`src/rtl/arm_pkg.sv`:
```
// rtl/arm_pkg.sv - shared ARM pipeline types and constants
// Purpose: word width, PC increment and the fetch queue entry layout.
// Ports: none (package).
package arm_pkg;

    localparam int          WORD_W  = 32;
    localparam logic [31:0] PC_STEP = 32'd4;

    typedef struct packed {
        logic [WORD_W-1:0] instruction;
        logic [WORD_W-1:0] pc_plus4;
    } fetch_entry_t;

endpackage

```
`src/rtl/fetch_stage_if.sv`:
```
// rtl/fetch_stage_if.sv - fetch stage bus: instruction memory, redirect and decode handshake
// Purpose: groups the fetch stage's memory, branch and decode-side signals.
// Ports (modport fetch = fetch stage side):
//   imem_pc out, imem_instruction in, branch_taken in, branch_address in,
//   id_valid out, id_ready in, id_instruction out, id_pc_plus4 out.
// Modport env is the mirror image (memory, execute and decode side).
interface fetch_stage_if;
    import arm_pkg::*;

    logic [WORD_W-1:0] imem_pc;
    logic [WORD_W-1:0] imem_instruction;
    logic              branch_taken;
    logic [WORD_W-1:0] branch_address;
    logic              id_valid;
    logic              id_ready;
    logic [WORD_W-1:0] id_instruction;
    logic [WORD_W-1:0] id_pc_plus4;

    modport fetch (
        output imem_pc,
        input  imem_instruction,
        input  branch_taken,
        input  branch_address,
        output id_valid,
        input  id_ready,
        output id_instruction,
        output id_pc_plus4
    );

    modport env (
        input  imem_pc,
        output imem_instruction,
        output branch_taken,
        output branch_address,
        input  id_valid,
        output id_ready,
        input  id_instruction,
        input  id_pc_plus4
    );

endinterface

```
`src/rtl/fetch_queue.sv`:
```
// rtl/fetch_queue.sv - in-order circular buffer of fetched instructions
// Purpose: DEPTH-entry queue with push, pop and flush; head is a registered entry.
// Ports:
//   clk, rst   clock, synchronous active-high reset (clears storage too)
//   push, pop  write at tail / advance head
//   flush      empty the queue; overrides push, a same-cycle pop is simply absorbed
//   wr_data    entry written on push
//   head       entry at the read pointer
//   count      occupancy 0..DEPTH
//   full       count == DEPTH
module fetch_queue
    import arm_pkg::*;
#(
    parameter int DEPTH = 2
) (
    input  logic                       clk,
    input  logic                       rst,
    input  logic                       push,
    input  logic                       pop,
    input  logic                       flush,
    input  fetch_entry_t               wr_data,
    output fetch_entry_t               head,
    output logic [$clog2(DEPTH+1)-1:0] count,
    output logic                       full
);

    localparam int PTR_W = $clog2(DEPTH);
    localparam int CNT_W = $clog2(DEPTH+1);

    fetch_entry_t     mem [DEPTH];
    logic [PTR_W-1:0] rd_ptr;
    logic [PTR_W-1:0] wr_ptr;

    assign head = mem[rd_ptr];
    assign full = (count == CNT_W'(DEPTH));

    always_ff @(posedge clk) begin
        if (rst) begin
            rd_ptr <= '0;
            wr_ptr <= '0;
            count  <= '0;
            for (int i = 0; i < DEPTH; i++) begin
                mem[i] <= '0;
            end
        end else if (flush) begin
            rd_ptr <= '0;
            wr_ptr <= '0;
            count  <= '0;
        end else begin
            // When full with a pop, wr_ptr == rd_ptr: the entry being
            // delivered this cycle is overwritten at the edge, which is safe.
            if (push) begin
                mem[wr_ptr] <= wr_data;
                wr_ptr      <= wr_ptr + PTR_W'(1);
            end
            if (pop) begin
                rd_ptr <= rd_ptr + PTR_W'(1);
            end
            case ({push, pop})
                2'b10:   count <= count + CNT_W'(1);
                2'b01:   count <= count - CNT_W'(1);
                default: count <= count;
            endcase
        end
    end

endmodule

```
`src/rtl/fetch_stage.sv`:
```
// rtl/fetch_stage.sv - ARM instruction fetch stage (PC, fetch queue, redirect)
// Purpose: owns the PC, fetches from combinational instruction memory into a
// small in-order queue, hands entries to decode over valid/ready, and flushes
// on branch redirects from execute.
// Ports:
//   clk, rst                 clock, synchronous active-high reset
//   bus (fetch_stage_if)     imem_pc/imem_instruction, branch_taken/branch_address,
//                            id_valid/id_ready/id_instruction/id_pc_plus4
//   perf_fetch_count         pushes since reset (only with IF_PERF_CNT_EN)
//   perf_redirect_count      branch_taken cycles since reset (only with IF_PERF_CNT_EN)
// Build option: IF_PERF_CNT_EN adds the two performance counters.
module fetch_stage
    import arm_pkg::*;
#(
    parameter logic [31:0] PC_RESET = 32'd0,
    parameter int          DEPTH    = 2
) (
    input  logic               clk,
    input  logic               rst,
    fetch_stage_if.fetch       bus
`ifdef IF_PERF_CNT_EN
    ,
    output logic [31:0]        perf_fetch_count,
    output logic [31:0]        perf_redirect_count
`endif
);

    localparam int CNT_W = $clog2(DEPTH+1);

    logic [WORD_W-1:0] pc;
    logic              push;
    logic              pop;
    logic              full;
    logic [CNT_W-1:0]  count;
    fetch_entry_t      wr_entry;
    fetch_entry_t      head_entry;

    assign bus.imem_pc        = pc;
    assign bus.id_valid       = (count != '0);
    assign bus.id_instruction = head_entry.instruction;
    assign bus.id_pc_plus4    = head_entry.pc_plus4;

    assign pop  = bus.id_valid & bus.id_ready;
    // A pop frees a slot in the same cycle, so a full queue still accepts a
    // fetch when decode is draining it.
    assign push = !bus.branch_taken & (!full | pop);

    assign wr_entry.instruction = bus.imem_instruction;
    assign wr_entry.pc_plus4    = pc + PC_STEP;

    always_ff @(posedge clk) begin
        if (rst) begin
            pc <= PC_RESET;
        end else if (bus.branch_taken) begin
            pc <= {bus.branch_address[WORD_W-1:2], 2'b00};
        end else if (push) begin
            pc <= pc + PC_STEP;
        end
    end

    fetch_queue #(
        .DEPTH (DEPTH)
    ) u_queue (
        .clk     (clk),
        .rst     (rst),
        .push    (push),
        .pop     (pop),
        .flush   (bus.branch_taken),
        .wr_data (wr_entry),
        .head    (head_entry),
        .count   (count),
        .full    (full)
    );

`ifdef IF_PERF_CNT_EN
    always_ff @(posedge clk) begin
        if (rst) begin
            perf_fetch_count    <= '0;
            perf_redirect_count <= '0;
        end else begin
            if (push) begin
                perf_fetch_count <= perf_fetch_count + 32'd1;
            end
            if (bus.branch_taken) begin
                perf_redirect_count <= perf_redirect_count + 32'd1;
            end
        end
    end
`endif

endmodule

```
`src/flat_wrapper.sv`:
```
// flat-port wrapper written by rule: the top's interface ports become plain ports
module fetch_stage_flat import arm_pkg::*;
#(
    parameter logic [31:0] PC_RESET = 32'd0,
    parameter int          DEPTH    = 2
)
  (clk, rst, bus_imem_pc, bus_imem_instruction, bus_branch_taken, bus_branch_address, bus_id_valid, bus_id_ready, bus_id_instruction, bus_id_pc_plus4);
  fetch_stage_if bus_i ();
  input  logic clk;
  input  logic rst;
  output wire logic [$bits(bus_i.imem_pc)-1:0] bus_imem_pc;
  input wire logic [$bits(bus_i.imem_instruction)-1:0] bus_imem_instruction;
  input wire logic [$bits(bus_i.branch_taken)-1:0] bus_branch_taken;
  input wire logic [$bits(bus_i.branch_address)-1:0] bus_branch_address;
  output wire logic [$bits(bus_i.id_valid)-1:0] bus_id_valid;
  input wire logic [$bits(bus_i.id_ready)-1:0] bus_id_ready;
  output wire logic [$bits(bus_i.id_instruction)-1:0] bus_id_instruction;
  output wire logic [$bits(bus_i.id_pc_plus4)-1:0] bus_id_pc_plus4;
  assign bus_imem_pc = bus_i.imem_pc;
  assign bus_i.imem_instruction = bus_imem_instruction;
  assign bus_i.branch_taken = bus_branch_taken;
  assign bus_i.branch_address = bus_branch_address;
  assign bus_id_valid = bus_i.id_valid;
  assign bus_i.id_ready = bus_id_ready;
  assign bus_id_instruction = bus_i.id_instruction;
  assign bus_id_pc_plus4 = bus_i.id_pc_plus4;
  fetch_stage #(.PC_RESET(PC_RESET), .DEPTH(DEPTH)) u_core (.clk(clk), .rst(rst), .bus(bus_i));
endmodule
```
`config.mk`:
```
export PLATFORM = sky130hd
export DESIGN_NAME = fetch_stage_flat
export DESIGN_NICKNAME = d
export VERILOG_FILES = /design/src/rtl/arm_pkg.sv /design/src/rtl/fetch_stage_if.sv /design/src/rtl/fetch_queue.sv /design/src/rtl/fetch_stage.sv /design/src/flat_wrapper.sv
export SDC_FILE = /design/constraint.sdc
export NUM_CORES = 1
export LEC_CHECK = 0
export CAP_MARGIN = 10
export CORE_MARGIN = 3
export CORE_UTILIZATION = 55
export DETAILED_ROUTE_END_ITERATION = 8
export GPL_TIMING_DRIVEN = 0
export MAX_ROUTING_LAYER = met4
export PLACE_DENSITY = 0.82
export SYNTH_ARGS = -nofsm -noshare
export SYNTH_HDL_FRONTEND = slang
export SYNTH_SLANG_ARGS = --single-unit
export TNS_END_PERCENT = 50
```
`constraint.sdc`:
```
create_clock -name clk -period 8.3 [get_ports clk]
set_input_delay 1.66 -clock clk [delete_from_list [all_inputs] [get_ports clk]]
set_output_delay 1.66 -clock clk [all_outputs]
set_load 0.005 [all_outputs]
```
==> results.md, run 1 <==
- Count leader, synth: edfxtp_1
- Iter 0 DRT Violations: between 700 and 800
- Status: complete, no violations
- Final Util: roughly three quarters
- TritonRoute pass-1 iters: 5
- Grt total ovfl: 0
- Dominant cells by area after synthesis: edfxtp_1 (48%), dfxtp_1 (9.0%), mux2_2 (9.0%), and2_1 (5.6%), or4_1 (3.1%)
- Routed Antenna Nets: 0
- Cell area power density: around 190 mW/mm^2
- Worst Tran Pin Value: roughly 1.1 ns
- Hold Path Depth: 2
- Commonest cells post-synth: edfxtp_1 (124), and2_1 (69), mux2_2 (62)
- Count of different cell masters after synthesis: 48
- TritonCTS buffer count: 17
- DIE AREA: approximately 0.016 sq mm
- Critical path data arrival time: between 4 and 5 ns
- Final hold slack: between 0.5 and 0.6 ns
- First-pass GRT wire length: 32700 um
- Max-Cap Viols: 0
- Final HPWL DP: approximately 15000 um
- Clk sinks: 159
- Worst rel slew slack: between 20% and 30%
- Port buffer count: roughly 160
- Clock Latency Late Sink: ~0.43 ns
- Drc violations: 0
- Fraction of layout cells with a size suffix above 1: 14.0%
- Area leader, netlist: edfxtp_1
- Die Ht: around 120 um
- Min Tclk post-route: around 4.3 ns
- Rows: 42
- Post-synth ARST share: 0%
- Syn. warnings: 0
- Post-CTS setup buffers: 0
- Mapped Area: around 0.0078 sq mm
- Reg2Reg Depth: 8
- Ant diodes: 0
- Critical Path RT: slightly above 8 ns
- VDD IR-drop max: between 0.1 and 0.15 mV
- Largest net degree at the start of global routing: 63
- Drt via density: ~6.0
- GP Congestion: slightly below 0.9
- Crit. End Element: register
- Reg clk slew, reported paths: around 0.06 ns
- Max Buffers Root-to-Sink: 2
- R2R Path Start: u_core.bus.imem_pc[2]
- Final Hold Viols: 0
- Mapped Cells: ~670
- GRT Util Overall: ~27%
- Predominant post-synthesis flop cell: edfxtp_1
- Synth top area share: about half
- RSZ-0062 raised after global routing: false
- Worst reg-to-reg setup slack: between 5 and 6 ns
- Period utilization: about half
- Resize count post-CTS: 0
- Final Slew Violations: 0
- Hold-fix buffers, CTS: 0
- H-tree depth: 4
- Placeable Area: between 0.01 and 0.015 sq mm
- Vias in the first global route: 6262
- Number of synthesized register bits: around 160
- Sum Neg Setup Slack: 0 ns
- Final nets: roughly 920
- Die extent in x: 125 um
- # setup viols final: 0
- Detailed Route WL: between 20000 and 25000 um
- CTS tree: done
- Number of enable flip-flop cells after synthesis: roughly 120
- Syn Area/Cell: ~12 sq um
- Initial core utilization: ~57%
- Reg-to-Reg End: u_core.u_queue.mem[1][24]
- Clk Tree Root Cell: clkbuf_16
- Startpoint Class: primary input
- Antenna violations before repair: 0
- Post-DR wirelength/cell: 20.1 um
- Worst min-delay path category: register to register
- Critical path type: primary input to register
- Area Overhead vs Synth: 31.4%
- Clock Skews: roughly 0.0062 ns
- Crit Path Max Fanout: between 60 and 70
- Vias: 6196
- Max Clock Freq: ~230 MHz
- FILL cells: 866
- Register area share after synthesis: around 57%
- I/O pin total: between 150 and 200
- Hold Path Origin: u_core.u_queue.rd_ptr
- P_leak: about 3.6 nW
-- through the flow --
stage / setup slack [ns] / instances / instance area, sq um / power [mW]
final: 4.03 / 1035 / 10200 / 1.93
after global placement: 0.408 / 1001 / 9550 / 1.19
after detailed placement: 3.60 / 1003 / 9620 / 1.20
after floorplan: 2.75 / 668 / 7760 / 1.05
after global routing: 3.89 / 1035 / 10200 / 1.99
after CTS: 4.01 / 1035 / 10200 / 1.93
-- cell type report --
class,count,area [sq um],area share (%)
Multi-Input combinational cell,447,3090,30.3
Sequential cell,159,4420,43.4
Clock buffer,17,425,4.18
Tap cell,176,220,2.16
Timing Repair Buffer,159,1620,15.9
Inverter,5,18.8,0.184
Clock inverter,15,138,1.35
Buffer,57,253,2.48
-- critical path, cell delays in order --
cell	delay [ns]
clkdlybuf4s50_1	0.46
or3b_2	0.51
clkbuf_1	0.31
nand3_1	0.22
clkbuf_1	0.45
nand2b_4	0.59
-- cell families (layout without fill, tap and decap cells) --
family                   after synthesis  in the layout  share of synthesized area (%)
buffers and inverters                 62            253                           3.50
multiplexers                          62             62                           9.01
AND/OR/NAND/NOR                      254            254                           18.4
flip-flops                           159            159                           57.1
AO/OA/AOI/OAI                         98             98                           8.62
other                                  1              4                         0.0484
adder cells (fa/ha/maj)                2              2                          0.323
XOR/XNOR                              27             27                           3.05
-- flip-flops by register name, indices dropped and copies added (netlist names), named ones only --
name	cells
u_core.u_queue.mem	124
u_core.u_queue.wr_ptr	1
u_core.bus.imem_pc	30
u_core.u_queue.rd_ptr	1
u_core.u_queue.count	2
-- power by group --
part / internal [mW] / total (mW) / switching [mW]
Combinational: 0.137 / 0.243 / 0.106
Sequential: 0.910 / 0.940 / 0.0307
Clock: 0.416 / 0.747 / 0.331
Total: 1.46 / 1.93 / 0.468
-- metal layers --
metal	wire, um	vias up	track usage (%)	share of wire, %
met5	0	-	-	0
met4	460	0	10.5	2.2
met3	1540	42	5.02	7.4
met2	9900	312	42.7	48
met1	8880	2989	35.3	43
li1	-	2853	-	-
-- cells in the final DEF (no fill, tap or decap), types with 3 or more instances in the layout --
master,n
clkinv_2,3
or2_2,5
or4_1,32
a211oi_1,11
o31ai_1,19
edfxtp_1,124
and4_1,4
xor2_1,15
nand4_1,14
or3_1,9
conb_1,4
nand3_1,10
o211ai_1,6
a21oi_1,27
dfxtp_1,35
buf_4,4
clkbuf_16,17
a311oi_1,15
nor3_1,6
clkdlybuf4s50_1,157
nand2_1,28
nor4_1,4
xnor2_1,12
mux2_2,62
inv_1,4
clkinv_4,3
and2_1,69
nor2_1,60
buf_2,5
buf_1,4
clkinvlp_4,3
o21ai_0,11
clkbuf_1,40
-- how the worst max path moves through the flow --
stage                                 from                         to  slack (ns)  cells past startpoint
after floorplan               bus_id_ready  u_core.u_queue.mem[0][10]        2.75                      4
after global placement    bus_branch_taken  u_core.u_queue.mem[0][28]        0.41                      5
after detailed placement      bus_id_ready   u_core.u_queue.mem[1][8]        3.60                      6
after CTS                         register        bus_id_pc_plus4[17]        4.01                      4
after global routing          bus_id_ready   u_core.u_queue.mem[1][7]        3.89                      6
final                         bus_id_ready  u_core.u_queue.mem[1][44]        4.03                      6
(Power assumes the default switching activity.)
==> run 2, diff against run 1 <==
Settings changed: CORE_UTILIZATION 55 to 51, PLACE_DENSITY 0.82 to 0.77.
Clock period 8.3 ns to 4.2 ns, I/O delays scaled along.
==> run 2 against run 1 <==
Via count shrank 2.2%. Sequential cell count is the same. Clock-buffer cell count stayed put. Critical path depth is the same. Power is 110% higher. Cell count grew 0.77%. Wire length decreased by 2.4%. Utilization decreased by 5.3 points.
==> results.md, run 2 (synthesis gave the netlist of run 1 again) <==
- Detailed Route WL: ~20000 um
- Fraction of layout cells with a size suffix above 1: around 14%
- Max FFs per register: around 120
- Port buffer count: 157
- Placed cell count: roughly 1000
- Critical path type: primary input to register
- Rows: between 40 and 50
- H-tree depth: 4
- Vias: 6057
- GRT Util Overall: around a quarter
- Ant diodes: 0
- Final HPWL DP: 14300 um
- Dpl cell area: 0.00963 sq mm
- Clk sinks: 159
- Worst min-delay path category: register to register
- Area Overhead vs Synth: 33.0%
- Final Hold Viols: 0
- Final Slew Violations: 0
- Grt total ovfl: 0
- CTS tree: done
- RSZ-0062 raised after global routing: false
- Placeable Area: around 0.015 sq mm
- Slowest-stage cell, CP: nand2b_4
- Startpoint Class: primary input
- Max Buffers Root-to-Sink: 2
- Final worst slack: 0.689 ns
- Min Tclk post-route: 3.51 ns
- Final nets: 916
- Drt via density: between 5 and 6
- Critical Path RT: about 4.2 ns
- Antenna violations before repair: 0
- First-pass GRT wire length: slightly above 30000 um
- Post-DR wirelength/cell: roughly 20 um
- Post-CTS setup buffers: 0
- R2R Path Start: u_core.bus.imem_pc[2]
- Biggest register: u_core.u_queue.mem
- Clock Latency Late Sink: between 0.4 and 0.5 ns
- Final instance area: around 0.010 sq mm
- Clock Skews: between 0.006 and 0.007 ns
- Worst Tran Pin Value: between 1 and 1.5 ns
- Hold-fix buffers, CTS: 0
- TritonCTS buffer count: 17
- FILL cells: ~1100
- Pre-CTS WS: 0.270 ns
- Reg clk slew, reported paths: roughly 0.070 ns
- Hold Path Depth: 2
- Die Ht: between 100 and 150 um
- I/O pin total: between 150 and 200
- DIE AREA: 0.0167 sq mm
- Initial core utilization: 52.7%
- Vias in the first global route: approximately 6000
- VDD IR-drop max: roughly 0.28 mV
- Die extent in x: roughly 130 um
- Crit. End Element: register
- # setup viols final: 0
- Critical path data arrival time: roughly 3.5 ns
- Hold Path Origin: u_core.u_queue.rd_ptr
- Largest stage delay, worst path: between 0.5 and 0.6 ns
- TritonRoute pass-1 iters: 4
- Cell area power density: between 300 and 400 mW/mm^2
- GP Congestion: around 0.9
- Resize count post-CTS: 0
- CP dominant cell by count: clkbuf_1
- Worst Path Buf+Inv: 3
- Period utilization: a little over four fifths
- Worst reg-to-reg setup slack: ~1.1 ns
- Kind of cell adding the most delay to the critical path: simple AND/OR/NAND/NOR gates
- Drc violations: 0
- Cell Count, Final, Fillers Out: approximately 1000
- Status: complete, no violations
- Largest net degree at the start of global routing: 63
- Worst rel slew slack: between 20 and 30%
- P_leak: ~3.6 nW
- Critical-path cell list: clkdlybuf4s50_1 -> or3b_2 -> clkbuf_1 -> nand3_1 -> clkbuf_1 -> nand2b_4
- Routed Antenna Nets: 0
- Max Clock Freq: ~280 MHz
- CP startpoint: bus_id_ready
- Crit Path Max Fanout: 62
- Reg-to-Reg End: u_core.u_queue.mem[0][26]
- Clk Tree Root Cell: clkbuf_16
- Commonest non-fill, non-tap cell in the layout: clkdlybuf4s50_1
- Reg2Reg Depth: 8
- Iter 0 DRT Violations: between 600 and 700
- Most frequent cells in the layout: clkdlybuf4s50_1 (157), edfxtp_1 (124), and2_1 (69), mux2_2 (62), nor2_1 (60)
- Tot Pwr: 4.11 mW
- Max-Cap Viols: 0
- Final hold slack: approximately 0.53 ns
==> run 2: power breakdown <==
part | total, mW | switching [mW] | internal, mW
clock | 1.78 | 0.654 | 1.13
combinational | 0.476 | 0.205 | 0.271
sequential | 1.86 | 0.0590 | 1.80
==> run 2: layout make-up <==
cell class / instances / area (sq um) / area share, %
multi-input combinational: 447 / 3090 / 29.9
timing repair buffer: 159 / 1620 / 15.7
inverter: 5 / 18.8 / 0.182
tap: 184 / 230 / 2.23
sequential: 159 / 4420 / 42.9
clock buffer: 17 / 425 / 4.13
buffer: 57 / 253 / 2.45
clock inverter: 15 / 255 / 2.48
==> run 2: layer usage <==
| layer | track usage, % | routed length [um] |
|---|---|---|
| met3 | 5.48 | 1230 |
| met1 | 33.6 | 9200 |
| met5 | - | 0 |
| met2 | 38.5 | 9510 |
| met4 | 6.30 | 342 |
==> run 2: worst register-to-register path, cell delays in order (launching register included) <==
cell and delay, ns:
dfxtp_1 0.59, ha_1 0.23, clkbuf_2 0.20, nand3_2 0.19, or4_4 0.58, buf_6 0.16
clkbuf_1 0.30, o31ai_1 0.43, a21oi_1 0.12
==> run 2: worst max path at each step <==
| stage | endpoint | cells after the start | slack, ns |
|---|---|---|---|
| floorplan | u_core.u_queue.mem[1][10] | 5 | 0.52 |
| global route | u_core.u_queue.mem[1][25] | 6 | 0.52 |
| CTS | u_core.u_queue.mem[1][25] | 6 | 0.71 |
| detailed placement | u_core.u_queue.mem[1][28] | 6 | 0.27 |
| global placement | u_core.u_queue.mem[1][28] | 6 | -1.18 |
| finish | u_core.u_queue.mem[1][25] | 6 | 0.69 |
==> run 2: through the flow <==
stage	TNS (ns)	utilization, %
floorplan	0	-
global placement	-132.79	65.1
detailed placement	0	65.5
CTS	0	70.1
global route	0	70.1
finish	0	70.1
==> run 3, diff against run 2 <==
Clock period 4.2 ns to 3.3 ns, I/O delays scaled along.
==> run 3 against run 2 <==
Clock skew increased by 0.00057 ns. Clock-buffer cell count unchanged. Cell count unchanged. Power increased by 27%. Critical path type is now register to primary output. Critical endpoint is now bus_id_instruction[19].
==> results.md, run 3 (synthesis gave the netlist of run 1 again) <==
- Status: complete, no violations
- Max FFs per register: between 100 and 150
- Post-DR wirelength/cell: 19.4 um
- Final Hold Viols: 0
- Iter 0 DRT Violations: 573
- Detailed Route WL: 20300 um
- Largest net degree at the start of global routing: between 60 and 70
- Vias in the first global route: 5923
- R2R Path Start: u_core.bus.imem_pc[2]
- CTS tree: done
- Clk sinks: approximately 160
- Critical Path RT: between 2 and 3 ns
- Drt via density: between 5 and 6
- Critical path type: register to primary output
- Min Tclk post-route: approximately 3.1 ns
- TritonRoute pass-1 iters: 5
- Hold Path Origin: u_core.u_queue.rd_ptr
- RSZ-0062 raised after global routing: false
- TritonCTS buffer count: 17
- Grt total ovfl: 0
- Routed Antenna Nets: 0
- Die Ht: about 130 um
- Startpoint Class: register
- Crit Path Max Fanout: 10
- Final Slew Violations: 0
- GP Congestion: 0.902
- P_leak: between 3 and 4 nW
- Cell area power density: between 500 and 600 mW/mm^2
- Max Buffers Root-to-Sink: 2
- Port buffer count: between 150 and 200
- Critical path data arrival time: between 2 and 2.5 ns
- Biggest register: u_core.u_queue.mem
- Drc violations: 0
- Clk Tree Root Cell: clkbuf_16
- Initial core utilization: around 53%
- Die extent in x: roughly 130 um
- Commonest non-fill, non-tap cell in the layout: clkdlybuf4s50_1
- Hold-fix buffers, CTS: 0
- FILL cells: about 1100
- Fraction of layout cells with a size suffix above 1: roughly 15%
- # setup viols final: 0
- Worst min-delay path category: register to register
- Clock Skews: 0.00732 ns
- Period utilization: a little over nine tenths
- Antenna violations before repair: 0
- Tot Pwr: approximately 5.2 mW
- Pre-CTS WS: -0.450 ns
- Ant diodes: 0
- Rows: 44
- Final HPWL DP: roughly 14000 um
- Reg clk slew, reported paths: about 0.070 ns
- Worst Tran Pin Value: 1.08 ns
- VDD IR-drop max: around 0.36 mV
- Vias: 6043
- H-tree depth: 4
- Clock Latency Late Sink: around 0.43 ns
- Worst rel slew slack: 27.3%
- Most frequent cells in the layout: clkdlybuf4s50_1 (157), edfxtp_1 (124), and2_1 (69), mux2_2 (62), nor2_1 (60)
- GRT Util Overall: roughly a quarter
- DIE AREA: roughly 0.017 sq mm
- I/O pin total: ~170
- Crit. End Element: primary output
- Final worst slack: around 0.17 ns
- Max Clock Freq: around 320 MHz
- First-pass GRT wire length: about 31000 um
- Placeable Area: 0.0147 sq mm
- Max-Cap Viols: 0
- Area Overhead vs Synth: 33.1%
- Final nets: roughly 900
[run 3: cell count changes in the layout (fill, tap and decap cells not counted)]
cell,change
clkbuf_2,+4
clkbuf_1,-4
[run 3: metal layers]
layer  GRT usage (%)  vias up  part of all wire (%)
li1                -     2853                     -
met1            33.6     2884                    45
met2            38.5      280                    47
met3            5.48       26                   6.4
met4            6.30        0                   1.6
met5               -        -                     0
[run 3: final timing paths]
path | end | slack, ns | cells after the start
max | bus_id_instruction[19] | 0.17 | 4
min | register | 0.53 | 2
max reg2reg | u_core.u_queue.mem[0][26] | 0.22 | 8
min reg2reg | register | 0.53 | 2
[run 3: cell type report]
type	count	area, sq um	share of cell area [%]
well taps	184	230	2.23
flip-flops and latches	159	4420	42.9
multi-input cells	447	3090	29.9
clock inverters	15	255	2.47
inverters	5	18.8	0.182
clock buffers	17	425	4.12
repair buffers	159	1620	15.7
plain buffers	57	258	2.50
[run 3: metrics by stage]
| stage | instance area, sq um | hold slack (ns) | TNS [ns] | util [%] | cells |
|---|---|---|---|---|---|
| global placement | 9570 | 0.484 | -225.42 | 65.1 | 1009 |
| floorplan | 7770 | 0.470 | -12.25 | - | 668 |
| detailed placement | 9630 | 0.501 | -37.07 | 65.5 | 1011 |
| CTS | 10300 | 0.530 | 0 | 70.2 | 1043 |
| finish | 10300 | 0.530 | 0 | 70.2 | 1043 |
| global route | 10300 | 0.566 | 0 | 70.2 | 1043 |
[run 3: timing repair]
action,4_1_cts,5_1_grt
cloned,0,0
setup buffers,0,0
gates resized for setup,1,6
endpoints found under the setup margin,59,14
[run 3: worst max-delay path, cell delays in order, from the launching register on]
cell and delay [ns]:
dfxtp_1 0.30, clkbuf_1 0.37, clkbuf_1 0.51, mux2_2 0.41, clkdlybuf4s50_1 0.45
[run 3: power breakdown]
| group | internal [mW] | switching [mW] | leakage, nW |
|---|---|---|---|
| Combinational | 0.345 | 0.261 | 1.69 |
| Clock | 1.43 | 0.833 | 0.332 |
| Sequential | 2.29 | 0.0748 | 1.61 |
